==> src/rtl/ds1302_pkg.sv <==
// Shared definitions for the DS1302 responder: register addresses, command-byte
// fields, register reset values and the BCD calendar helpers.
package ds1302_pkg;

    localparam int CMD_RD_BIT    = 0;
    localparam int CMD_RAM_BIT   = 6;
    localparam int CMD_VALID_BIT = 7;

    localparam logic [4:0] ADDR_SEC      = 5'd0;
    localparam logic [4:0] ADDR_MIN      = 5'd1;
    localparam logic [4:0] ADDR_HOUR     = 5'd2;
    localparam logic [4:0] ADDR_DATE     = 5'd3;
    localparam logic [4:0] ADDR_MONTH    = 5'd4;
    localparam logic [4:0] ADDR_DAY      = 5'd5;
    localparam logic [4:0] ADDR_YEAR     = 5'd6;
    localparam logic [4:0] ADDR_WP       = 5'd7;
    localparam logic [4:0] ADDR_TCS      = 5'd8;
    localparam logic [4:0] ADDR_BURST    = 5'd31;
    localparam logic [4:0] ADDR_CK_LAST  = 5'd7;
    localparam logic [4:0] ADDR_RAM_LAST = 5'd30;

    localparam logic [7:0] RST_SEC   = 8'h80;
    localparam logic [7:0] RST_MIN   = 8'h00;
    localparam logic [7:0] RST_HOUR  = 8'h00;
    localparam logic [7:0] RST_DATE  = 8'h01;
    localparam logic [7:0] RST_MONTH = 8'h01;
    localparam logic [7:0] RST_DAY   = 8'h01;
    localparam logic [7:0] RST_YEAR  = 8'h00;
    localparam logic [7:0] RST_WP    = 8'h00;
    localparam logic [7:0] RST_TCS   = 8'h00;

    typedef enum logic [2:0] {
        ST_IDLE,
        ST_CMD,
        ST_WDATA,
        ST_RDATA,
        ST_SKIP
    } state_t;

    function automatic logic [7:0] bcd_inc(input logic [7:0] v);
        logic [7:0] r;
        if (v[3:0] >= 4'd9) begin
            r = {v[7:4] + 4'd1, 4'd0};
        end else begin
            r = v + 8'd1;
        end
        return r;
    endfunction

    // Returns the last BCD date of the month; leap test works on the binary value of the BCD year.
    function automatic logic [7:0] days_in_month(input logic [7:0] month, input logic [7:0] year);
        logic [7:0] year_bin;
        logic [7:0] r;
        year_bin = ({4'd0, year[7:4]} * 8'd10) + {4'd0, year[3:0]};
        case (month)
            8'h02:                      r = ((year_bin % 8'd4) == 8'd0) ? 8'h29 : 8'h28;
            8'h04, 8'h06, 8'h09, 8'h11: r = 8'h30;
            default:                    r = 8'h31;
        endcase
        return r;
    endfunction

endpackage

==> src/rtl/ds1302_timekeeper.sv <==
// Prescaler and BCD time/calendar chain of the DS1302 responder, with a load
// port through which serial writes overwrite individual time registers.
module ds1302_timekeeper
    import ds1302_pkg::*;
#(
    parameter int CLK_FREQ = 50_000_000
) (
    input  logic       clk,
    input  logic       rst_n,
    input  logic       load_en,
    input  logic [4:0] load_addr,
    input  logic [7:0] load_data,
    output logic       tick,
    output logic [7:0] sec,
    output logic [7:0] min,
    output logic [7:0] hour,
    output logic [7:0] date,
    output logic [7:0] month,
    output logic [7:0] day,
    output logic [7:0] year
);

    localparam int PW = $clog2(CLK_FREQ);
    localparam logic [PW-1:0] PRESC_MAX = PW'(CLK_FREQ - 1);

    logic [PW-1:0] presc_q, presc_d;
    logic [7:0] sec_q, sec_d, min_q, min_d, hour_q, hour_d;
    logic [7:0] date_q, date_d, month_q, month_d, day_q, day_d, year_q, year_d;
    logic       carry;

    assign tick  = (presc_q == PRESC_MAX);
    assign sec   = sec_q;
    assign min   = min_q;
    assign hour  = hour_q;
    assign date  = date_q;
    assign month = month_q;
    assign day   = day_q;
    assign year  = year_q;

    always_comb begin
        presc_d = tick ? '0 : presc_q + 1'b1;
        sec_d   = sec_q;
        min_d   = min_q;
        hour_d  = hour_q;
        date_d  = date_q;
        month_d = month_q;
        day_d   = day_q;
        year_d  = year_q;
        carry   = tick && !sec_q[7];

        if (carry) begin
            if (sec_q >= 8'h59) begin
                sec_d = 8'h00;
            end else begin
                sec_d = bcd_inc(sec_q);
                carry = 1'b0;
            end
        end
        if (carry) begin
            if (min_q >= 8'h59) begin
                min_d = 8'h00;
            end else begin
                min_d = bcd_inc(min_q);
                carry = 1'b0;
            end
        end
        if (carry) begin
            if (hour_q >= 8'h23) begin
                hour_d = 8'h00;
            end else begin
                hour_d = bcd_inc(hour_q);
                carry  = 1'b0;
            end
        end
        if (carry) begin
            day_d = (day_q >= 8'h07) ? 8'h01 : bcd_inc(day_q);
            if (date_q >= days_in_month(month_q, year_q)) begin
                date_d = 8'h01;
            end else begin
                date_d = bcd_inc(date_q);
                carry  = 1'b0;
            end
        end
        if (carry) begin
            if (month_q >= 8'h12) begin
                month_d = 8'h01;
            end else begin
                month_d = bcd_inc(month_q);
                carry   = 1'b0;
            end
        end
        if (carry) begin
            year_d = (year_q >= 8'h99) ? 8'h00 : bcd_inc(year_q);
        end

        // A load replaces whatever the tick computed for that register.
        if (load_en) begin
            case (load_addr)
                ADDR_SEC: begin
                    sec_d   = load_data;
                    presc_d = '0;
                end
                ADDR_MIN:   min_d   = load_data;
                ADDR_HOUR:  hour_d  = {1'b0, load_data[6:0]};
                ADDR_DATE:  date_d  = load_data;
                ADDR_MONTH: month_d = load_data;
                ADDR_DAY:   day_d   = load_data;
                ADDR_YEAR:  year_d  = load_data;
                default: ;
            endcase
        end
    end

    always_ff @(posedge clk or negedge rst_n) begin
        if (!rst_n) begin
            presc_q <= '0;
            sec_q   <= RST_SEC;
            min_q   <= RST_MIN;
            hour_q  <= RST_HOUR;
            date_q  <= RST_DATE;
            month_q <= RST_MONTH;
            day_q   <= RST_DAY;
            year_q  <= RST_YEAR;
        end else begin
            presc_q <= presc_d;
            sec_q   <= sec_d;
            min_q   <= min_d;
            hour_q  <= hour_d;
            date_q  <= date_d;
            month_q <= month_d;
            day_q   <= day_d;
            year_q  <= year_d;
        end
    end

endmodule

==> src/rtl/ds1302_responder.sv <==
// DS1302 3-wire RTC responder: serial command decode, single/burst access, read
// shadow and WP/TCS registers. Define DS1302_RAM_EN to add the 31-byte user RAM.
module ds1302_responder
    import ds1302_pkg::*;
#(
    parameter int CLK_FREQ = 50_000_000
) (
    input  logic clk,
    input  logic rst_n,
    input  logic ds1302_ce,
    input  logic ds1302_sclk,
    input  logic ds1302_io_i,
    output logic ds1302_io_o,
    output logic ds1302_io_oe,
    output logic tick_1hz,
    output logic halted
);

    logic [1:0] ce_sync_q, ce_sync_d, sclk_sync_q, sclk_sync_d, io_sync_q, io_sync_d;
    logic       ce_prev_q, ce_prev_d, sclk_prev_q, sclk_prev_d;
    logic       ce_s, sclk_s, io_s, ce_rise, sclk_rise, sclk_fall;

    state_t     state_q, state_d;
    logic [2:0] bit_cnt_q, bit_cnt_d;
    logic [7:0] shift_q, shift_d, rd_shift_q, rd_shift_d;
    logic [4:0] addr_q, addr_d, next_addr;
    logic       ram_sel_q, ram_sel_d, burst_q, burst_d;
    logic       io_o_q, io_o_d, io_oe_q, io_oe_d;
    logic [7:0] wp_q, wp_d, tcs_q, tcs_d;
    logic [7:0] shadow_q [7];
    logic [7:0] shadow_d [7];
    logic [7:0] in_byte, rd_val;
    logic       commit_en, tk_load;

    logic [7:0] tk_sec, tk_min, tk_hour, tk_date, tk_month, tk_day, tk_year;

    ds1302_timekeeper #(.CLK_FREQ(CLK_FREQ)) u_timekeeper (
        .clk       (clk),
        .rst_n     (rst_n),
        .load_en   (tk_load),
        .load_addr (addr_q),
        .load_data (in_byte),
        .tick      (tick_1hz),
        .sec       (tk_sec),
        .min       (tk_min),
        .hour      (tk_hour),
        .date      (tk_date),
        .month     (tk_month),
        .day       (tk_day),
        .year      (tk_year)
    );

    assign halted       = tk_sec[7];
    assign ds1302_io_o  = io_o_q;
    assign ds1302_io_oe = io_oe_q;

    assign ce_s      = ce_sync_q[1];
    assign sclk_s    = sclk_sync_q[1];
    assign io_s      = io_sync_q[1];
    assign ce_rise   = ce_s && !ce_prev_q;
    assign sclk_rise = sclk_s && !sclk_prev_q;
    assign sclk_fall = !sclk_s && sclk_prev_q;
    assign in_byte   = {io_s, shift_q[7:1]};

    always_comb begin
        ce_sync_d   = {ce_sync_q[0], ds1302_ce};
        sclk_sync_d = {sclk_sync_q[0], ds1302_sclk};
        io_sync_d   = {io_sync_q[0], ds1302_io_i};
        ce_prev_d   = ce_s;
        sclk_prev_d = sclk_s;
    end

`ifdef DS1302_RAM_EN
    logic [7:0] ram_q [0:30];
    logic [7:0] ram_d [0:30];

    always_ff @(posedge clk or negedge rst_n) begin
        if (!rst_n) begin
            for (int i = 0; i < 31; i++) begin
                ram_q[i] <= 8'h00;
            end
        end else begin
            ram_q <= ram_d;
        end
    end
`endif

    // Burst address sequence: clock burst cycles 0..7, RAM burst cycles 0..30.
    always_comb begin
        if (ram_sel_q) begin
            next_addr = (addr_q >= ADDR_RAM_LAST) ? 5'd0 : addr_q + 5'd1;
        end else begin
            next_addr = (addr_q >= ADDR_CK_LAST) ? 5'd0 : addr_q + 5'd1;
        end
    end

    always_comb begin
        rd_val = 8'h00;
        if (ram_sel_q) begin
`ifdef DS1302_RAM_EN
            if (addr_q <= ADDR_RAM_LAST) begin
                rd_val = ram_q[addr_q];
            end
`else
            rd_val = 8'h00;
`endif
        end else if (addr_q <= ADDR_YEAR) begin
            rd_val = shadow_q[addr_q[2:0]];
        end else if (addr_q == ADDR_WP) begin
            rd_val = wp_q;
        end else if (addr_q == ADDR_TCS) begin
            rd_val = tcs_q;
        end
    end

    always_comb begin
        state_d    = state_q;
        bit_cnt_d  = bit_cnt_q;
        shift_d    = shift_q;
        rd_shift_d = rd_shift_q;
        addr_d     = addr_q;
        ram_sel_d  = ram_sel_q;
        burst_d    = burst_q;
        io_o_d     = io_o_q;
        io_oe_d    = io_oe_q;
        shadow_d   = shadow_q;
        commit_en  = 1'b0;

        if (!ce_s) begin
            state_d   = ST_IDLE;
            io_oe_d   = 1'b0;
            bit_cnt_d = 3'd0;
        end else begin
            case (state_q)
                ST_IDLE: begin
                    if (ce_rise) begin
                        state_d   = ST_CMD;
                        bit_cnt_d = 3'd0;
                    end
                end
                ST_CMD: begin
                    if (sclk_rise) begin
                        shift_d   = in_byte;
                        bit_cnt_d = bit_cnt_q + 3'd1;
                        if (bit_cnt_q == 3'd7) begin
                            shadow_d  = '{tk_sec, tk_min, tk_hour, tk_date, tk_month, tk_day, tk_year};
                            ram_sel_d = in_byte[CMD_RAM_BIT];
                            burst_d   = (in_byte[5:1] == ADDR_BURST);
                            addr_d    = (in_byte[5:1] == ADDR_BURST) ? 5'd0 : in_byte[5:1];
                            if (!in_byte[CMD_VALID_BIT]) begin
                                state_d = ST_SKIP;
                            end else if (in_byte[CMD_RD_BIT]) begin
                                state_d = ST_RDATA;
                            end else begin
                                state_d = ST_WDATA;
                            end
                        end
                    end
                end
                ST_WDATA: begin
                    if (sclk_rise) begin
                        shift_d   = in_byte;
                        bit_cnt_d = bit_cnt_q + 3'd1;
                        if (bit_cnt_q == 3'd7) begin
                            commit_en = 1'b1;
                            if (burst_q) begin
                                addr_d = next_addr;
                            end
                        end
                    end
                end
                ST_RDATA: begin
                    if (sclk_fall) begin
                        io_oe_d   = 1'b1;
                        bit_cnt_d = bit_cnt_q + 3'd1;
                        if (bit_cnt_q == 3'd0) begin
                            io_o_d     = rd_val[0];
                            rd_shift_d = {1'b0, rd_val[7:1]};
                        end else begin
                            io_o_d     = rd_shift_q[0];
                            rd_shift_d = {1'b0, rd_shift_q[7:1]};
                        end
                        if (bit_cnt_q == 3'd7 && burst_q) begin
                            addr_d = next_addr;
                        end
                    end
                end
                default: ;
            endcase
        end
    end

    // WP shields every register but itself; TCS is storage only.
    always_comb begin
        wp_d    = wp_q;
        tcs_d   = tcs_q;
        tk_load = 1'b0;
`ifdef DS1302_RAM_EN
        ram_d   = ram_q;
`endif
        if (commit_en) begin
            if (!ram_sel_q) begin
                if (addr_q == ADDR_WP) begin
                    wp_d = {in_byte[7], 7'd0};
                end else if (!wp_q[7]) begin
                    if (addr_q <= ADDR_YEAR) begin
                        tk_load = 1'b1;
                    end else if (addr_q == ADDR_TCS) begin
                        tcs_d = in_byte;
                    end
                end
            end
`ifdef DS1302_RAM_EN
            else if (!wp_q[7] && addr_q <= ADDR_RAM_LAST) begin
                ram_d[addr_q] = in_byte;
            end
`endif
        end
    end

    always_ff @(posedge clk or negedge rst_n) begin
        if (!rst_n) begin
            ce_sync_q   <= 2'b00;
            sclk_sync_q <= 2'b00;
            io_sync_q   <= 2'b00;
            ce_prev_q   <= 1'b0;
            sclk_prev_q <= 1'b0;
            state_q     <= ST_IDLE;
            bit_cnt_q   <= 3'd0;
            shift_q     <= 8'h00;
            rd_shift_q  <= 8'h00;
            addr_q      <= 5'd0;
            ram_sel_q   <= 1'b0;
            burst_q     <= 1'b0;
            io_o_q      <= 1'b0;
            io_oe_q     <= 1'b0;
            wp_q        <= RST_WP;
            tcs_q       <= RST_TCS;
            shadow_q    <= '{RST_SEC, RST_MIN, RST_HOUR, RST_DATE, RST_MONTH, RST_DAY, RST_YEAR};
        end else begin
            ce_sync_q   <= ce_sync_d;
            sclk_sync_q <= sclk_sync_d;
            io_sync_q   <= io_sync_d;
            ce_prev_q   <= ce_prev_d;
            sclk_prev_q <= sclk_prev_d;
            state_q     <= state_d;
            bit_cnt_q   <= bit_cnt_d;
            shift_q     <= shift_d;
            rd_shift_q  <= rd_shift_d;
            addr_q      <= addr_d;
            ram_sel_q   <= ram_sel_d;
            burst_q     <= burst_d;
            io_o_q      <= io_o_d;
            io_oe_q     <= io_oe_d;
            wp_q        <= wp_d;
            tcs_q       <= tcs_d;
            shadow_q    <= shadow_d;
        end
    end

endmodule
==> config.mk <==
export PLATFORM = sky130hd
export DESIGN_NAME = ds1302_responder
export DESIGN_NICKNAME = d
export VERILOG_FILES = /design/src/rtl/ds1302_pkg.sv /design/src/rtl/ds1302_timekeeper.sv /design/src/rtl/ds1302_responder.sv
export SDC_FILE = /design/constraint.sdc
export NUM_CORES = 1
export LEC_CHECK = 0
export CELL_PAD_IN_SITES_DETAIL_PLACEMENT = 1
export CELL_PAD_IN_SITES_GLOBAL_PLACEMENT = 1
export CORE_UTILIZATION = 55
export CTS_CLUSTER_DIAMETER = 30
export DETAILED_ROUTE_END_ITERATION = 8
export PLACE_DENSITY = 0.9
export SLEW_MARGIN = 20
export SYNTH_ARGS = -nofsm -noshare
export SYNTH_HDL_FRONTEND = slang
export SYNTH_HIERARCHICAL = 1
export SYNTH_SLANG_ARGS = --single-unit
==> constraint.sdc <==
create_clock -name clk -period 9.65 [get_ports clk]
set_clock_uncertainty 0.15 [all_clocks]
set_input_delay 1.4475 -clock clk [delete_from_list [all_inputs] [get_ports clk]]
set_output_delay 1.4475 -clock clk [all_outputs]
set_load 0.05 [all_outputs]
==> impl_metrics.toml, run 1 <==
[clock_tree]
cts_setup_buffers = 0
cts_root_buf = "clkbuf_16"
ctsResizeCount = 0
cts_tree = "done"
clock-sinks = 184
cts_made_buffers = 17
clk_latency_ns = 0.45
cts_buffer_depth = 2
clk_pin_slew_ns = 0.07
htree_levels = 4
hold_buffers = 0

[die]
die_h_um = 138
ioPinCount = 9
initial_core_util = 0.563
rows = 49
fp.dieW_um = 138
core_area_um2 = 18000
die_area_um2 = 18900

[logic_synthesis]
synth_flop_cell = "dfrtp_1"
async_reset_ff_frac = 1.00
synth_warnings = 6
ys_seq_elements = 184
synth_mux_area_frac = 0.118
post_synth_and_or_nand_nor_area_fraction = 0.176
ys_types = 85
synth-edff-count = 0
synthTopCellsByArea = "dfrtp_1 (44%), mux2_2 (9.4%), ha_1 (6.1%)"
ys_seq_area_frac = 0.456
synthAdderAreaFrac = 0.0606
postSynthAreaPerCell_um2 = 10.4
synth_area_leader_cell = "dfrtp_1"
synth_top_family_by_area = "simple AND/OR/NAND/NOR gates"
netlist_instances = 969
synth_compound_area_frac = 0.133
synth_xor_area_frac = 0.0234
netlist_area_um2 = 10100
syn_nets = 1023
synth.top_cell.area_share = 0.435

[global_route]
gr-total-overflow = 0
grt_pass1_vias = 8509
grt_use_total = 0.348
antenna_found_initial = 0
grt_max_degree = 107
grt_pass1_wl_um = 48700

[detailed_routing]
drt_iter0_markers = 651
final_antenna_net_count = 0
routed_wl_um = 31300
drc = 0
wire_per_inst_um = 25.9
vias = 8231
dr.pass1.iters = 5
via_per_inst = 6.81

[worst_setup_path]
required_ns = 8.05
startpoint = "u_timekeeper/presc_q[0]"
worstReg2RegEnd = "u_timekeeper/presc_q[10]"
critPathMaxFanout = 6
critical_path_class = "flop to output port"
r2r_setup_slack_ns = 5.18
worstPathArrival_ns = 2.93
critPathLaunchType = "flop"
reg2reg_depth = 7
end_kind = "output port"
r2r_start = "addr_q[0]"

[timing]
finalCritPeriodShare = 0.469
min_period_ns = 4.52
max_slew.worst_pin.slew_ns = 1.17
hold_violations = 0
rsz0062_at_grt = "no"
drv_slew = 0
finalSetupViolCount = 0
setup_tns_ns = 0
max_freq_ghz = 0.221
setup_ws_ns = 5.13
maxSlewHeadroom = 0.211

[worst_hold_path]
min_path_type = "flop to flop"
whs_path_depth = 0
hp-start = "io_sync_q[0]"
hold_end = "io_sync_q[1]"

[flow_run]
maxCapViolCount = 0

[power]
peakVddDrop_mv = 0.198
powerDensity_nw_per_um2 = 141
switching_share = 0.254
pwr-share-comb = 0.025
p_int_mw = 1.16
power_frac_seq = 0.520
p_sw_mw = 0.393
power_frac_clock = 0.455
leakage_nw = 4.99
p_total_mw = 1.55

[finish]
finalInstanceArea_um2 = 11000
final.fill_count = 1914
fin_cells = 1209
antenna_cells = 0
fin_nets = 1021
drive_above_1_share = 0.169
area_delta_synth_final_pct = 8.28

[status]
outcome = "finished clean"

[placed_design]
dp_hpwl_um = 20300
io_buffers = 8
place_area_um2 = 10400
place.gp.congestion = 0.884
dp_cells = 1177
dp_slack_ns = 4.65
-- worst max path at each step --
stage	slack, ns	to	cells after the start
CTS	4.58	u_timekeeper/presc_q[10]	7
global placement	5.35	u_timekeeper/presc_q[19]	7
floorplan	6.36	tick_1hz	5
detailed placement	4.65	u_timekeeper/presc_q[7]	7
finish	5.13	tick_1hz	6
global route	4.79	u_timekeeper/presc_q[10]	7
-- critical path: stages (launching register included) --
cell             delay, ns
dfrtp_1               0.40
ha_1                  0.26
nand4_1               0.18
or2_4                 0.33
or3_1                 0.41
inv_1                 0.09
clkdlybuf4s50_1       0.81
-- synth_stat cells (all sizes together), types with 4 or more instances --
master,number
ha,49
a41oi,6
clkbuf,17
and2,7
nor4,10
o22ai,5
nor2,83
or4,6
and4,6
o21ai,50
xnor2,11
nor3,14
nand3,40
a21oi,39
buf,16
inv,42
o211ai,9
a31oi,20
a211oi,5
nor2b,16
nor3b,5
nor4b,4
o2bb2ai,7
and3,15
o31ai,11
a22oi,11
nand2,82
nand4,13
dfstp,8
dfrtp,176
xor2,16
mux2i,7
nand4b,6
a221oi,7
or3,7
mux2,84
a21o,4
mux4,8
-- metal layers --
metal | wire length, µm | global-route usage | up-vias
met5 | 0 | 0 | -
met4 | 1750 | 0.208 | 0
met1 | 12500 | 0.424 | 4243
li1 | - | - | 3539
met3 | 1950 | 0.0736 | 123
met2 | 15100 | 0.566 | 326
-- area by class of cell --
class | count | area [µm²] | share of cell area
repair buffers | 12 | 118 | 0.0107
inverters | 43 | 161 | 0.0147
clock buffers | 18 | 439 | 0.0401
clock inverters | 14 | 141 | 0.0129
well taps | 229 | 287 | 0.0262
flip-flops and latches | 184 | 4620 | 0.421
multi-input cells | 709 | 5190 | 0.474
-- sequential cells by signal, summed over array words and instances (netlist names), 8 cells and up --
register	flops
shadow_q	56
u_timekeeper/presc_q	26
tcs_q	8
u_timekeeper/date	8
u_timekeeper/day	8
u_timekeeper/hour	8
u_timekeeper/min	8
u_timekeeper/month	8
u_timekeeper/sec	8
u_timekeeper/year	8
-- through the flow --
stage	hold WS (ns)	util
CTS	0.205	0.609
global placement	0.184	0.576
floorplan	0.181	-
detailed placement	0.186	0.576
finish	0.202	0.610
global route	0.222	0.610
-- cells in the final DEF (no fill, tap or decap), types with 12 or more instances in the layout --
cell type,Yosys,routed
dfrtp_1,176,175
nand2_1,82,82
nor2b_1,16,16
nor2_1,82,82
nor3_1,12,12
mux2_2,84,84
xor2_1,16,16
clkbuf_16,0,17
o21ai_0,47,47
a21oi_1,39,39
ha_1,49,49
and3_1,15,15
nand4_1,13,13
a31oi_1,20,20
nand3_1,40,40
inv_1,41,41
-- logic make-up (layout without fill, tap and decap cells) --
logic type                 count (synthesis)  count (layout)
xor gates and xnor gates                  27              27
DFF                                      184             184
and+or+nand+nor                          331             331
adders and majority gates                 49              49
muxes                                     99              99
AOI/OAI and AO/OA                        203             203
buffers and inverters                     76              87
-- power groups by stage --
stage	combinational (mW)	sequential, mW	clock, mW
after floorplan	0.0162	0.801	0
after global routing	0.0426	0.805	0.740
after global placement	0.0365	0.819	0
after CTS	0.0390	0.804	0.713
after detailed placement	0.0379	0.819	0
final	0.0385	0.806	0.705
Note: power is estimated with default switching activity, not from simulation.
==> inputs of run 2 (changes only) <==
--- a/config.mk
+++ b/config.mk
@@ -7,10 +7,10 @@
 export LEC_CHECK = 0
 export CELL_PAD_IN_SITES_DETAIL_PLACEMENT = 1
 export CELL_PAD_IN_SITES_GLOBAL_PLACEMENT = 1
-export CORE_UTILIZATION = 55
+export CORE_UTILIZATION = 46
 export CTS_CLUSTER_DIAMETER = 30
 export DETAILED_ROUTE_END_ITERATION = 8
-export PLACE_DENSITY = 0.9
+export PLACE_DENSITY = 0.81
 export SLEW_MARGIN = 20
 export SYNTH_ARGS = -nofsm -noshare
 export SYNTH_HDL_FRONTEND = slang
==> constraint.sdc (replaced) <==
create_clock -name clk -period 3.8 [get_ports clk]
set_clock_uncertainty 0.15 [all_clocks]
set_input_delay 0.57 -clock clk [delete_from_list [all_inputs] [get_ports clk]]
set_output_delay 0.57 -clock clk [all_outputs]
set_load 0.05 [all_outputs]
==> impl_metrics.toml, run 2 (synthesized netlist as in run 1, its figures left out) <==
[timing]
whs_ns = 0.205
hold_violations = 0
finalSetupViolCount = 0
max_freq_ghz = 0.277
drv_slew = 0
min_period_ns = 3.61
maxSlewHeadroom = 0.431
setup_ws_ns = 0.192
finalCritPeriodShare = 0.950
max_slew.worst_pin.slew_ns = 0.854

[worst_hold_path]
min_path_type = "flop to flop"

[detailed_routing]
drc = 0
drt_iter0_markers = 518
via_per_inst = 6.27
vias = 8007
dr.pass1.iters = 5
routed_wl_um = 29500
final_antenna_net_count = 0
wire_per_inst_um = 23.1

[die]
core_area_um2 = 21300
fp.dieW_um = 150
ioPinCount = 9
initial_core_util = 0.475
rows = 53
die_h_um = 150
die_area_um2 = 22600

[worst_setup_path]
critPathMaxFanout = 6
path_cells = "ha_1 -> nand4_1 -> or2_4 -> or3_1 -> inv_1 -> clkdlybuf4s50_1"
worstPathArrival_ns = 2.89
critical_path_class = "flop to output port"
critPathBufInv = 2
end_kind = "output port"
crit_slowest_cell = "clkdlybuf4s50_1"
cpLargestDelayFamily = "buffers and inverters"
required_ns = 3.08
critPathLaunchType = "flop"
critPathMaxStageDelay_ns = 0.82

[clock_tree]
cts_root_buf = "clkbuf_16"
clock-sinks = 184
cts_tree = "done"
clk_pin_slew_ns = 0.07
cts_buffer_depth = 2
cts_made_buffers = 17
clk_latency_ns = 0.44
htree_levels = 4

[placed_design]
dp_cells = 1241
io_buffers = 8
dp_hpwl_um = 20400
place_area_um2 = 10600
dp_slack_ns = 0.265
place.gp.congestion = 0.915

[finish]
antenna_cells = 0
drive_above_1_share = 0.188
fin_nets = 1043
reg_top3 = "shadow_q: 56 flops, u_timekeeper/presc_q: 26 flops"
final.fill_count = 2347
final_common_cell = "dfrtp_1"
fin_cells = 1277
finalInstanceArea_um2 = 11200
area_delta_synth_final_pct = 10.5
layout_common_cells = "dfrtp_1 (176), mux2_2 (84), nand2_1 (82), nor2_1 (82), ha_1 (49)"
largest_reg_flops = 56
regMostFlops = "shadow_q"

[flow_run]
maxCapViolCount = 0

[global_route]
grt_pass1_wl_um = 46900
grt_max_degree = 72
gr-total-overflow = 0
grt_use_total = 0.275
grt_pass1_vias = 8339
antenna_found_initial = 1

[power]
peakVddDrop_mv = 0.196
power_frac_clock = 0.443
p_int_mw = 2.89
pwr-share-comb = 0.025
powerDensity_nw_per_um2 = 345
leakage_nw = 5.10
power_frac_seq = 0.532
p_total_mw = 3.86
switching_share = 0.250
p_sw_mw = 0.964

[status]
outcome = "finished clean"
[run 2: cell count changes in the layout (fill, tap and decap cells not counted), moves of 2 or more]
cell | before | now
buf_4 | 3 | 24
clkinv_4 | 4 | 2
inv_6 | 3 | 5
or3_1 | 7 | 5
or3_4 | 0 | 2
[run 2: through the flow]
stage               TNS, ns  utilization
floorplan                 0            -
global placement          0        0.496
detailed placement        0        0.496
CTS                       0        0.523
global route        -0.0657        0.525
finish                    0        0.525
[run 2: metal layers]
metal | wire length (µm) | up-vias | part of all wire | GRT usage
met2 | 14300 | 251 | 0.48 | 0.449
li1 | - | 3583 | - | -
met3 | 1530 | 66 | 0.052 | 0.0476
met1 | 12700 | 4107 | 0.43 | 0.358
met5 | 0 | - | 0 | 0
met4 | 1060 | 0 | 0.036 | 0.122
[run 2: power by group through the flow]
stage               combinational, mW  sequential (mW)  clock (mW)
finish                         0.0957             2.05        1.71
global route                    0.110             2.05        1.82
CTS                            0.0993             2.05        1.74
detailed placement             0.0976             2.09           0
global placement               0.0952             2.09           0
floorplan                      0.0413             2.03           0
[run 2: worst paths after layout]
check	end	cells after the start	slack (ns)	from
min in group asynchronous	bit_cnt_q[2]	2	0.53	rst_n
min	ce_sync_q[1]	0	0.21	ce_sync_q[0]
max	tick_1hz	6	0.19	u_timekeeper/presc_q[0]
max reg2reg	u_timekeeper/month[1]	15	0.23	u_timekeeper/month[0]
max in group asynchronous	shadow_q[24]	3	2.06	rst_n
min reg2reg	ce_sync_q[1]	0	0.21	ce_sync_q[0]
[run 2: repair_timing]
| item | CTS | global route |
|---|---|---|
| buffers inserted | 0 | 3 |
| gates resized for setup | 0 | 4 |
| hold buffers | 1 | 0 |
| endpoints found under the setup margin | 0 | 8 |
| hold endpoints to repair | 2 | 0 |
[run 2: cell type report]
cell class | instances | area (µm²) | share of cell area
inverter | 43 | 161 | 0.0144
tap | 275 | 344 | 0.0308
sequential | 184 | 4610 | 0.413
clock buffer | 19 | 453 | 0.0405
timing repair buffer | 34 | 294 | 0.0263
multi-input combinational | 709 | 5200 | 0.465
clock inverter | 13 | 109 | 0.00974
==> inputs of run 3 (changes only) <==
--- a/config.mk
+++ b/config.mk
@@ -11,7 +11,7 @@
 export CTS_CLUSTER_DIAMETER = 30
 export DETAILED_ROUTE_END_ITERATION = 8
 export PLACE_DENSITY = 0.81
-export SLEW_MARGIN = 20
+export SLEW_MARGIN = 10
 export SYNTH_ARGS = -nofsm -noshare
 export SYNTH_HDL_FRONTEND = slang
 export SYNTH_HIERARCHICAL = 1
==> results of run 3 <==
No change in the layout: final DEF, timing and power equal those of run 2.
